$ cat config.mk
export PLATFORM = sky130hd
export DESIGN_NAME = ct_clint_apb_arb_flat
export DESIGN_NICKNAME = d
export VERILOG_FILES = /design/src/rtl/ct_clint_apb_arb_if.sv /design/src/rtl/ct_clint_apb_arb.sv /design/src/flat_wrapper.sv
export SDC_FILE = /design/constraint.sdc
export NUM_CORES = 1
export LEC_CHECK = 0
export BUFFER_PORTS_ARGS = -buffer_cell sky130_fd_sc_hd__clkbuf_2
export CELL_PAD_IN_SITES_DETAIL_PLACEMENT = 0
export CELL_PAD_IN_SITES_GLOBAL_PLACEMENT = 1
export CORE_ASPECT_RATIO = 0.9
export CORE_MARGIN = 5
export CORE_UTILIZATION = 35
export DETAILED_ROUTE_END_ITERATION = 8
export PLACE_DENSITY_LB_ADDON = 0.1
export SLEW_MARGIN = 40
export SYNTH_ARGS = -nofsm -noshare
export SYNTH_HDL_FRONTEND = slang
export SYNTH_SLANG_ARGS = --single-unit
$ cat constraint.sdc
create_clock -name forever_apbclk -period 2.1 [get_ports forever_apbclk]
set_input_delay 0.315 -clock forever_apbclk [delete_from_list [all_inputs] [get_ports forever_apbclk]]
set_output_delay 0.315 -clock forever_apbclk [all_outputs]
set_load 0.03 [all_outputs]
$ cat src/rtl/ct_clint_apb_arb_if.sv
// APB bus between the two-requester arbiter and the CLINT slave.
// The arbiter drives the request phase and the slave returns data, ready and error.
interface ct_clint_apb_arb_if;
   logic        psel_clint;
   logic        penable;
   logic [31:0] paddr;
   logic        pwrite;
   logic [31:0] pwdata;
   logic [1:0]  pprot;
   logic [31:0] prdata_clint;
   logic        pready_clint;
   logic        perr_clint;

   modport master (
      output psel_clint, penable, paddr, pwrite, pwdata, pprot,
      input  prdata_clint, pready_clint, perr_clint
   );

   modport slave (
      input  psel_clint, penable, paddr, pwrite, pwdata, pprot,
      output prdata_clint, pready_clint, perr_clint
   );
endinterface

$ cat src/rtl/ct_clint_apb_arb.sv
// Two-requester round-robin arbiter in front of the CLINT APB slave.
// Runs one APB transfer at a time (IDLE -> SETUP -> ACCESS). A wait-state
// watchdog forces an error completion after TIMEOUT stalled ACCESS cycles.
// All state advances only on edges where apb_clk_en is high; the done
// pulse is the exception and always clears on the following clock edge.
module ct_clint_apb_arb #(
   parameter logic [7:0] TIMEOUT = 8'd255
) (
   input  logic                  forever_apbclk,
   input  logic                  cpurst_b,
   input  logic                  apb_clk_en,
   input  logic                  req0_vld,
   input  logic                  req0_write,
   input  logic [31:0]           req0_addr,
   input  logic [31:0]           req0_wdata,
   input  logic [1:0]            req0_prot,
   input  logic                  req1_vld,
   input  logic                  req1_write,
   input  logic [31:0]           req1_addr,
   input  logic [31:0]           req1_wdata,
   input  logic [1:0]            req1_prot,
   output logic                  req0_done,
   output logic [31:0]           req0_rdata,
   output logic                  req0_err,
   output logic                  req1_done,
   output logic [31:0]           req1_rdata,
   output logic                  req1_err,
   output logic                  arb_busy,
   output logic                  arb_gnt_id,
   ct_clint_apb_arb_if.master    apb
);

   typedef enum logic [1:0] {
      ST_IDLE   = 2'd0,
      ST_SETUP  = 2'd1,
      ST_ACCESS = 2'd2
   } state_t;

   state_t      state_r, state_s;
   logic [7:0]  cnt_r, cnt_s;
   logic        last_r, last_s;
   logic        gnt_r, gnt_s;
   logic        busy_r, busy_s;
   logic        psel_r, psel_s;
   logic        penable_r, penable_s;
   logic [31:0] paddr_r, paddr_s;
   logic        pwrite_r, pwrite_s;
   logic [31:0] pwdata_r, pwdata_s;
   logic [1:0]  pprot_r, pprot_s;
   logic [1:0]  done_r, done_s;
   logic [1:0]  err_r, err_s;
   logic [31:0] rdata0_r, rdata0_s;
   logic [31:0] rdata1_r, rdata1_s;
   logic [1:0]  mask_s;
   logic        win_s;
   logic        cpl_s;
   logic        cpl_err_s;
   logic [31:0] cpl_rdata_s;

   // Next-state, arbitration and completion decode; everything holds unless enabled.
   always_comb begin
      state_s     = state_r;
      cnt_s       = cnt_r;
      last_s      = last_r;
      gnt_s       = gnt_r;
      psel_s      = psel_r;
      penable_s   = penable_r;
      paddr_s     = paddr_r;
      pwrite_s    = pwrite_r;
      pwdata_s    = pwdata_r;
      pprot_s     = pprot_r;
      err_s       = err_r;
      rdata0_s    = rdata0_r;
      rdata1_s    = rdata1_r;
      done_s      = 2'b00;
      cpl_s       = 1'b0;
      cpl_err_s   = 1'b0;
      cpl_rdata_s = 32'h0000_0000;
      // A requester is never re-granted in the cycle its done pulse is high.
      mask_s      = {req1_vld & ~done_r[1], req0_vld & ~done_r[0]};

      if (mask_s == 2'b11) begin
         win_s = ~last_r;
      end else if (mask_s[1]) begin
         win_s = 1'b1;
      end else begin
         win_s = 1'b0;
      end

      if (apb_clk_en) begin
         case (state_r)
            ST_IDLE: begin
               if (mask_s != 2'b00) begin
                  state_s  = ST_SETUP;
                  psel_s   = 1'b1;
                  gnt_s    = win_s;
                  last_s   = win_s;
                  paddr_s  = win_s ? req1_addr  : req0_addr;
                  pwrite_s = win_s ? req1_write : req0_write;
                  pwdata_s = win_s ? req1_wdata : req0_wdata;
                  pprot_s  = win_s ? req1_prot  : req0_prot;
               end else begin
                  state_s = ST_IDLE;
               end
            end
            ST_SETUP: begin
               state_s   = ST_ACCESS;
               penable_s = 1'b1;
               cnt_s     = 8'd0;
            end
            ST_ACCESS: begin
               // Slave ready wins over the watchdog on the same edge.
               if (apb.pready_clint) begin
                  cpl_s       = 1'b1;
                  cpl_err_s   = apb.perr_clint;
                  cpl_rdata_s = pwrite_r ? 32'h0000_0000 : apb.prdata_clint;
               end else if (cnt_r == TIMEOUT) begin
                  cpl_s       = 1'b1;
                  cpl_err_s   = 1'b1;
                  cpl_rdata_s = 32'h0000_0000;
               end else begin
                  cnt_s = cnt_r + 8'd1;
               end
            end
            default: begin
               state_s   = ST_IDLE;
               psel_s    = 1'b0;
               penable_s = 1'b0;
            end
         endcase
      end else begin
         state_s = state_r;
      end

      if (cpl_s) begin
         state_s   = ST_IDLE;
         psel_s    = 1'b0;
         penable_s = 1'b0;
         if (gnt_r) begin
            done_s[1] = 1'b1;
            err_s[1]  = cpl_err_s;
            rdata1_s  = cpl_rdata_s;
         end else begin
            done_s[0] = 1'b1;
            err_s[0]  = cpl_err_s;
            rdata0_s  = cpl_rdata_s;
         end
      end else begin
         done_s = 2'b00;
      end

      busy_s = (state_s != ST_IDLE);
   end

   // State and output registers; reset restores idle with req0 favoured on the first tie.
   always_ff @(posedge forever_apbclk or negedge cpurst_b) begin
      if (!cpurst_b) begin
         state_r   <= ST_IDLE;
         cnt_r     <= 8'd0;
         last_r    <= 1'b1;
         gnt_r     <= 1'b0;
         busy_r    <= 1'b0;
         psel_r    <= 1'b0;
         penable_r <= 1'b0;
         paddr_r   <= 32'h0000_0000;
         pwrite_r  <= 1'b0;
         pwdata_r  <= 32'h0000_0000;
         pprot_r   <= 2'b00;
         done_r    <= 2'b00;
         err_r     <= 2'b00;
         rdata0_r  <= 32'h0000_0000;
         rdata1_r  <= 32'h0000_0000;
      end else begin
         state_r   <= state_s;
         cnt_r     <= cnt_s;
         last_r    <= last_s;
         gnt_r     <= gnt_s;
         busy_r    <= busy_s;
         psel_r    <= psel_s;
         penable_r <= penable_s;
         paddr_r   <= paddr_s;
         pwrite_r  <= pwrite_s;
         pwdata_r  <= pwdata_s;
         pprot_r   <= pprot_s;
         done_r    <= done_s;
         err_r     <= err_s;
         rdata0_r  <= rdata0_s;
         rdata1_r  <= rdata1_s;
      end
   end

   assign apb.psel_clint = psel_r;
   assign apb.penable    = penable_r;
   assign apb.paddr      = paddr_r;
   assign apb.pwrite     = pwrite_r;
   assign apb.pwdata     = pwdata_r;
   assign apb.pprot      = pprot_r;
   assign req0_done      = done_r[0];
   assign req1_done      = done_r[1];
   assign req0_err       = err_r[0];
   assign req1_err       = err_r[1];
   assign req0_rdata     = rdata0_r;
   assign req1_rdata     = rdata1_r;
   assign arb_busy       = busy_r;
   assign arb_gnt_id     = gnt_r;

endmodule

$ cat src/flat_wrapper.sv
// flat-port wrapper written by rule: the top's interface ports become plain ports
module ct_clint_apb_arb_flat 
#(
   parameter logic [7:0] TIMEOUT = 8'd255
)
  (forever_apbclk, cpurst_b, apb_clk_en, req0_vld, req0_write, req0_addr, req0_wdata, req0_prot, req1_vld, req1_write, req1_addr, req1_wdata, req1_prot, req0_done, req0_rdata, req0_err, req1_done, req1_rdata, req1_err, arb_busy, arb_gnt_id, apb_psel_clint, apb_penable, apb_paddr, apb_pwrite, apb_pwdata, apb_pprot, apb_prdata_clint, apb_pready_clint, apb_perr_clint);
  ct_clint_apb_arb_if apb_i ();
  input  logic forever_apbclk;
  input  logic cpurst_b;
  input  logic apb_clk_en;
  input  logic req0_vld;
  input  logic req0_write;
  input  logic [31:0] req0_addr;
  input  logic [31:0] req0_wdata;
  input  logic [1:0] req0_prot;
  input  logic req1_vld;
  input  logic req1_write;
  input  logic [31:0] req1_addr;
  input  logic [31:0] req1_wdata;
  input  logic [1:0] req1_prot;
  output logic req0_done;
  output logic [31:0] req0_rdata;
  output logic req0_err;
  output logic req1_done;
  output logic [31:0] req1_rdata;
  output logic req1_err;
  output logic arb_busy;
  output logic arb_gnt_id;
  output wire logic [$bits(apb_i.psel_clint)-1:0] apb_psel_clint;
  output wire logic [$bits(apb_i.penable)-1:0] apb_penable;
  output wire logic [$bits(apb_i.paddr)-1:0] apb_paddr;
  output wire logic [$bits(apb_i.pwrite)-1:0] apb_pwrite;
  output wire logic [$bits(apb_i.pwdata)-1:0] apb_pwdata;
  output wire logic [$bits(apb_i.pprot)-1:0] apb_pprot;
  input wire logic [$bits(apb_i.prdata_clint)-1:0] apb_prdata_clint;
  input wire logic [$bits(apb_i.pready_clint)-1:0] apb_pready_clint;
  input wire logic [$bits(apb_i.perr_clint)-1:0] apb_perr_clint;
  assign apb_psel_clint = apb_i.psel_clint;
  assign apb_penable = apb_i.penable;
  assign apb_paddr = apb_i.paddr;
  assign apb_pwrite = apb_i.pwrite;
  assign apb_pwdata = apb_i.pwdata;
  assign apb_pprot = apb_i.pprot;
  assign apb_i.prdata_clint = apb_prdata_clint;
  assign apb_i.pready_clint = apb_pready_clint;
  assign apb_i.perr_clint = apb_perr_clint;
  ct_clint_apb_arb #(.TIMEOUT(TIMEOUT)) u_core (.forever_apbclk(forever_apbclk), .cpurst_b(cpurst_b), .apb_clk_en(apb_clk_en), .req0_vld(req0_vld), .req0_write(req0_write), .req0_addr(req0_addr), .req0_wdata(req0_wdata), .req0_prot(req0_prot), .req1_vld(req1_vld), .req1_write(req1_write), .req1_addr(req1_addr), .req1_wdata(req1_wdata), .req1_prot(req1_prot), .req0_done(req0_done), .req0_rdata(req0_rdata), .req0_err(req0_err), .req1_done(req1_done), .req1_rdata(req1_rdata), .req1_err(req1_err), .arb_busy(arb_busy), .arb_gnt_id(arb_gnt_id), .apb(apb_i));
endmodule
==> summary.txt, run 1 <==
Global route
  – Vias in the first global route: 5636
  – Total track usage: 18.3%
  – Largest net degree at the start of global routing: 87
  – First-pass GRT wire length: roughly 31000 um
  – Antenna violations before repair: 0
  – Total grt overflow: 0

CTS
  – Max Root-Sink Buffers: 2
  – Clock Sinks: 150
  – CTS buffer count: 17
  – Post-CTS Setup Inserts: 0
  – CTS HTree Levels: 4
  – CTS clk-pin slew, worst paths: 0.06 ns
  – Hold_buf cts: 1
  – Root Driver: clkbuf_16
  – Cts repair resizes: 0
  – Clock latency on the worst-skew pair: roughly 0.42 ns
  – CTS tree: built

Setup path
  – FF-to-FF setup slack: 0.24 ns
  – Worst reg2reg startpoint: u_core.state_r[0]$_DFF_PN0_
  – CP Class: flop to flop
  – Largest fanout on the critical path: 7
  – CP startpoint: u_core.state_r[0]$_DFF_PN0_
  – Reg2reg path depth: 6
  – CP endpoint: u_core.cnt_r[4]$_DFFE_PN0P_
  – CP Launch Type: flop
  – Worst path required time: 2.44 ns
  – Worst EP arrival: about 2.2 ns
  – R2r endpoint: u_core.cnt_r[4]$_DFFE_PN0P_
  – CP endpoint kind: flop

Floorplanning
  – Initial core utilization: around 36%
  – Std-Cell Rows: 46
  – Top-Level Pins: around 310
  – DIE HEIGHT: 138 um
  – DIE AREA: approximately 21000 sq um
  – Die W: 152 um
  – Core area: between 15000 and 20000 sq um

Power
  – Pwr Total: approximately 14 mW
  – Power Dens Cells: 1600 nW/um^2
  – Pleak: around 4.8 nW
  – Peak supply drop: between 0.0007 and 0.0008 V

Detailed routing
  – First-pass DRT Iterations: 4
  – Vias: approximately 5.2k
  – Vias per cell: around 4.8
  – Post-DRT Antenna Nets: 0
  – Initial DRC count: 200
  – Avg WL per Cell: 17.8 um
  – Routed Wire Length: 19500 um
  – Post-route DRC: 0

Placement
  – Dpl cell area: 8250 sq um
  – Port bufs: 311
  – DP HPWL: 14700 um
  – GPL Wtd Cong: just over 0.8

Yosys
  – Cell count after synthesis: 538
  – Post-Syn Area: 6390 sq um
  – Syn Area/Cell: 11.9 sq um
  – Post-Syn Nets: approximately 720
  – Synth cell types: just under 50
  – Share of the yosys chip area belonging to registers: about three fifths
  – Post-synth top area share: 58.4%
  – YS warnings: 0
  – #FFs+latches synth: 150
  – Post-synth top area cell: dfrtp_1
  – Largest cells by area after synthesis: dfrtp_1, mux2i_1, a22o_1

STA
  – Final Max Slew Viols: 0
  – Fmax: 537 MHz
  – Hold Fails Final Rpt: 0
  – Total Negative Setup Slacks: 0 ns
  – Worst relative slew slack: 58.3%
  – Worst Tran Pin Value: between 0.6 and 0.7 ns
  – RSZ-0062 raised after global routing: false
  – Fin crit period: 1.86 ns
  – Final setup fails: 0
  – Clk_skew: roughly 0.010 ns
  – Period utilization: 88.7%

Finish
  – Post-layout instance area: 8850 sq um
  – # nets final: 1022
  – Seq. cell area: 3750 sq um
  – Area occupied by multi-input gates: 2430 sq um
  – Ant. Diodes: 0
  – Fillcell total: 1646
  – Layout area overhead: 38.6%
  – Ratio of cells with drive above 1 in the final layout: 43.3%

Outcome
  – Outcome: finished clean

Min path
  – Hold Crit Class: input port to flop

Run
  – # Max-Cap Violations: 0
flip-flops by register name (all words and copies together) (netlist names):
signal and flops:
u_core.apb.paddr 32, u_core.apb.pwdata 32, u_core.req0_rdata 32, u_core.req1_rdata 32
u_core.cnt_r 8, u_core.apb.pprot 2, u_core.done_r 2, u_core.err_r 2
u_core.state_r 2, u_core.apb.penable 1, u_core.apb.psel_clint 1, u_core.apb.pwrite 1
u_core.arb_busy 1, u_core.arb_gnt_id 1, u_core.last_r 1
critical path: stages (launching register included):
cell and delay (ns):
dfrtp_1 0.41, inv_1 0.12, ha_1 0.30, and2b_1 0.20, o21ai_1 0.15, or4_1 0.44
a21oi_1 0.17
area by class of cell:
| class | instances | area share, % |
|---|---|---|
| flip-flops and latches | 150 | 42.4 |
| clock inverters | 15 | 1.87 |
| clock buffers | 17 | 4.80 |
| repair buffers | 324 | 19.9 |
| multi-input cells | 346 | 27.4 |
| well taps | 240 | 3.39 |
| inverters | 5 | 0.212 |
synth_stat cells (all sizes together):
cell type  number
o31ai           3
nor2            8
buf            30
inv             5
a2bb2oi         2
or3b            1
o311ai          1
o31a            1
and2b           1
nand4           2
clkbuf          7
o41ai           1
nand2          80
dfrtp         149
nor3b           2
o21ai          73
a21oi           6
nor2b           4
nand2b          2
nor3            2
ha              5
a22o           64
or3             1
nand3           3
and2            2
o21a            1
or4             3
and4            1
o211ai          1
o21bai          2
or2             1
o311a           1
and3            1
dfstp           1
a21bo           1
mux2i          70
how the worst min path moves through the flow:
stage | from | endpoint | slack [ns] | cells after the start
final | apb_prdata_clint[23] | u_core.req0_rdata[23]$_DFFE_PN0P_ | 0.13 | 2
after global routing | apb_prdata_clint[6] | u_core.req1_rdata[6]$_DFFE_PN0P_ | 0.11 | 2
after CTS | apb_prdata_clint[2] | u_core.req1_rdata[2]$_DFFE_PN0P_ | 0.11 | 2
after detailed placement | cpurst_b | u_core.apb.pwdata[13]$_DFFE_PN0P_ | 0.29 | 1
after global placement | cpurst_b | u_core.apb.pwdata[1]$_DFFE_PN0P_ | 0.29 | 1
after floorplan | cpurst_b | u_core.apb.paddr[0]$_DFFE_PN0P_ | 0.02 | 0
cell usage in the layout, fill, tap and decap left out, drive strengths merged, types with 5 or more instances in the layout:
cell / synthesis / final
a21oi: 6 / 6
a22o: 64 / 64
inv: 5 / 12
buf: 30 / 13
clkbuf: 7 / 327
mux2i: 70 / 70
dfrtp: 149 / 149
nand2: 80 / 80
ha: 5 / 5
nor2: 8 / 8
o21ai: 73 / 73
where the power goes:
group,switching [mW],internal (mW)
Clock,1.27,1.78
Combinational,4.24,1.98
Sequential,0.745,4.14
Total,6.25,7.89
metal layers:
layer / GRT usage (%) / wire (um) / up-vias / part of all wire (%)
met5: 0 / 0 / - / 0
met4: 5.39 / 295 / 0 / 1.5
met3: 6.46 / 1580 / 19 / 8.1
met2: 29.4 / 9240 / 226 / 47
met1: 23.4 / 8360 / 2440 / 43
li1: - / - / 2540 / -
kinds of logic after synthesis:
kind of cell | synth area share (%)
AOI/OAI and AO/OA | 17.1
adders and majority gates | 0.979
buffers and inverters | 3.66
muxes | 11.0
and+or+nand+nor | 8.50
DFF | 58.8
metrics by stage:
stage | worst slack, ns | util [%] | hold WS, ns | instances
after global placement | 0.284 | 46.4 | 0.292 | 1064
final | 0.238 | 49.8 | 0.130 | 1097
after floorplan | 0.442 | - | 0.0194 | 538
after CTS | 0.244 | 49.8 | 0.110 | 1097
after global routing | 0.0966 | 49.8 | 0.112 | 1097
after detailed placement | 0.237 | 46.4 | 0.291 | 1064
(Power assumes the default switching activity.)
==> run 2, diff against run 1 <==
--- a/config.mk
+++ b/config.mk
@@ -10,7 +10,7 @@
 export CELL_PAD_IN_SITES_GLOBAL_PLACEMENT = 1
 export CORE_ASPECT_RATIO = 0.9
 export CORE_MARGIN = 5
-export CORE_UTILIZATION = 35
+export CORE_UTILIZATION = 37
 export DETAILED_ROUTE_END_ITERATION = 8
 export PLACE_DENSITY_LB_ADDON = 0.1
 export SLEW_MARGIN = 40
==> constraint.sdc (replaced) <==
create_clock -name forever_apbclk -period 2.4 [get_ports forever_apbclk]
set_input_delay 0.36 -clock forever_apbclk [delete_from_list [all_inputs] [get_ports forever_apbclk]]
set_output_delay 0.36 -clock forever_apbclk [all_outputs]
set_load 0.03 [all_outputs]
==> run 2 against run 1 <==
Against the previous run: worst hold slack better by 0.037 ns; final cell count shrank 2.7%; clock power fell by 13%; largest cell class unchanged; first-iteration DRC count rose by 2.5%; non-clock buffer count fell by 1; combinational power shrank 13%; via count up 0.90%; largest power group unchanged.
==> summary.txt, run 2 (synthesis results as in run 1) <==
Outcome
  – Outcome: finished clean

Floorplanning
  – Core area: 16900 sq um
  – Std-Cell Rows: 45
  – Top-Level Pins: ~310
  – DIE AREA: 20000 sq um
  – Die W: 148 um
  – DIE HEIGHT: about 130 um
  – Initial core utilization: 37.8%

STA
  – RSZ-0062 raised after global routing: false
  – WHS: 0.167 ns
  – Fin crit period: 2.03 ns
  – Worst setup margin: 0.368 ns
  – Fmax: 492 MHz
  – Period utilization: a little over four fifths
  – Worst Tran Pin Value: about 0.56 ns
  – Worst relative slew slack: 62.5%
  – Final setup fails: 0
  – Hold Fails Final Rpt: 0
  – Clk_skew: 0.00560 ns
  – Final Max Slew Viols: 0
  – Total Negative Setup Slacks: 0 ns

Placement
  – Pre-CTS WS: around 0.37 ns
  – Port bufs: 311
  – Dpl cell area: around 8200 sq um
  – GPL Wtd Cong: 0.826
  – Placed Cells: ~1.0k
  – DP HPWL: between 10000 and 15000 um

Global route
  – Vias in the first global route: 5457
  – Total grt overflow: 0
  – Antenna violations before repair: 0
  – Largest net degree at the start of global routing: slightly below 60
  – First-pass GRT wire length: 29500 um
  – Total track usage: 18.9%

Setup path
  – Largest fanout on the critical path: 32
  – CP Launch Type: flop
  – CP endpoint kind: flop
  – Worst EP arrival: 2.40 ns
  – Worst path required time: 2.76 ns
  – CP Class: flop to flop

CTS
  – Max Root-Sink Buffers: 2
  – Clock Sinks: 150
  – Post-CTS Setup Inserts: 0
  – Clock latency on the worst-skew pair: 0.43 ns
  – CTS clk-pin slew, worst paths: 0.07 ns
  – Root Driver: clkbuf_16
  – CTS HTree Levels: 4
  – Cts repair resizes: 0
  – CTS buffer count: 17
  – CTS tree: built

Detailed routing
  – First-pass DRT Iterations: 4
  – Post-DRT Antenna Nets: 0
  – Avg WL per Cell: 17.8 um
  – Initial DRC count: 205
  – Met2 WL: about 9000 um
  – Top layer reached by signal wires: met4
  – Met3 Wirelength: 1860 um
  – Vias per cell: 4.94
  – Vias: between 5k and 6k
  – Post-route DRC: 0
  – Met1 wire length: 7920 um
  – Routed Wire Length: 19000 um

Min path
  – Hold Crit Class: input port to flop

Finish
  – Ratio of cells with drive above 1 in the final layout: 43.2%
  – Commonest cells after routing, fill and taps aside: clkbuf_2, dfrtp_1, nand2_1
  – # nets final: around 1.0k
  – Ant. Diodes: 0
  – Final core occ: 52.0%
  – Most common library cell in the layout ignoring fill and taps: clkbuf_2
  – Fillcell total: 1551
  – Non-filler instance count after layout: 1067
  – Post-layout instance area: roughly 8800 sq um
  – Layout area overhead: 37.4%

Power
  – Pleak: approximately 4.8 nW
  – Peak supply drop: ~0.00065 V
  – Pwr Total: approximately 12 mW
  – Power Dens Cells: between 1000 and 1500 nW/um^2

Run
  – # Max-Cap Violations: 0
## run 2: changes by cell type in the layout (fill, tap and decap cells not counted), sizes merged
cell | before | now
bufinv | 2 | 1
buf | 13 | 12
clkinv | 4 | 3
inv | 12 | 14
## run 2: routing by layer
metal  vias up  global-route usage [%]
li1       2545                       -
met1      2472                    23.9
met2       237                    30.3
met3        18                    7.58
met4         0                    4.93
met5         -                       0
## run 2: path summary, 6_finish.rpt
path | startpoint | end | slack [ns] | cells past startpoint
max | u_core.state_r[0]$_DFF_PN0_ | u_core.req0_rdata[14]$_DFFE_PN0P_ | 0.37 | 6
min | apb_prdata_clint[20] | u_core.req1_rdata[20]$_DFFE_PN0P_ | 0.17 | 2
max reg2reg | u_core.state_r[0]$_DFF_PN0_ | u_core.req0_rdata[14]$_DFFE_PN0P_ | 0.37 | 6
min reg2reg | u_core.apb.paddr[28]$_DFFE_PN0P_ | u_core.apb.paddr[28]$_DFFE_PN0P_ | 0.48 | 2
max in group asynchronous | cpurst_b | u_core.req0_rdata[3]$_DFFE_PN0P_ | 1.25 | 3
min in group asynchronous | cpurst_b | u_core.apb.pwdata[25]$_DFFE_PN0P_ | 0.46 | 2
## run 2: report_power, final
group          switching [mW]  internal, mW
Clock                    1.17          1.47
Sequential              0.667          3.62
Combinational            3.69          1.70
## run 2: cell type report
type / instances / area [sq um] / share of cell area, %
Multi-Input combinational cell: 346 / 2430 / 27.6
Sequential cell: 150 / 3750 / 42.8
Clock buffer: 17 / 425 / 4.85
Clock inverter: 15 / 156 / 1.78
Inverter: 5 / 18.8 / 0.214
Timing Repair Buffer: 323 / 1730 / 19.7
Tap cell: 211 / 264 / 3.01
## run 2: worst max-delay path, stage by stage, from the launching register on
cell     delay, ns
dfrtp_1       0.41
inv_1         0.11
ha_1          0.39
nand3_1       0.31
nor3_4        0.18
buf_4         0.36
a22o_1        0.19
## run 2: timing repair
item                                   in CTS  in global routing
endpoints found under the hold margin      55                  0
hold buffers                                1                  0
setup endpoints to repair                   0                  0
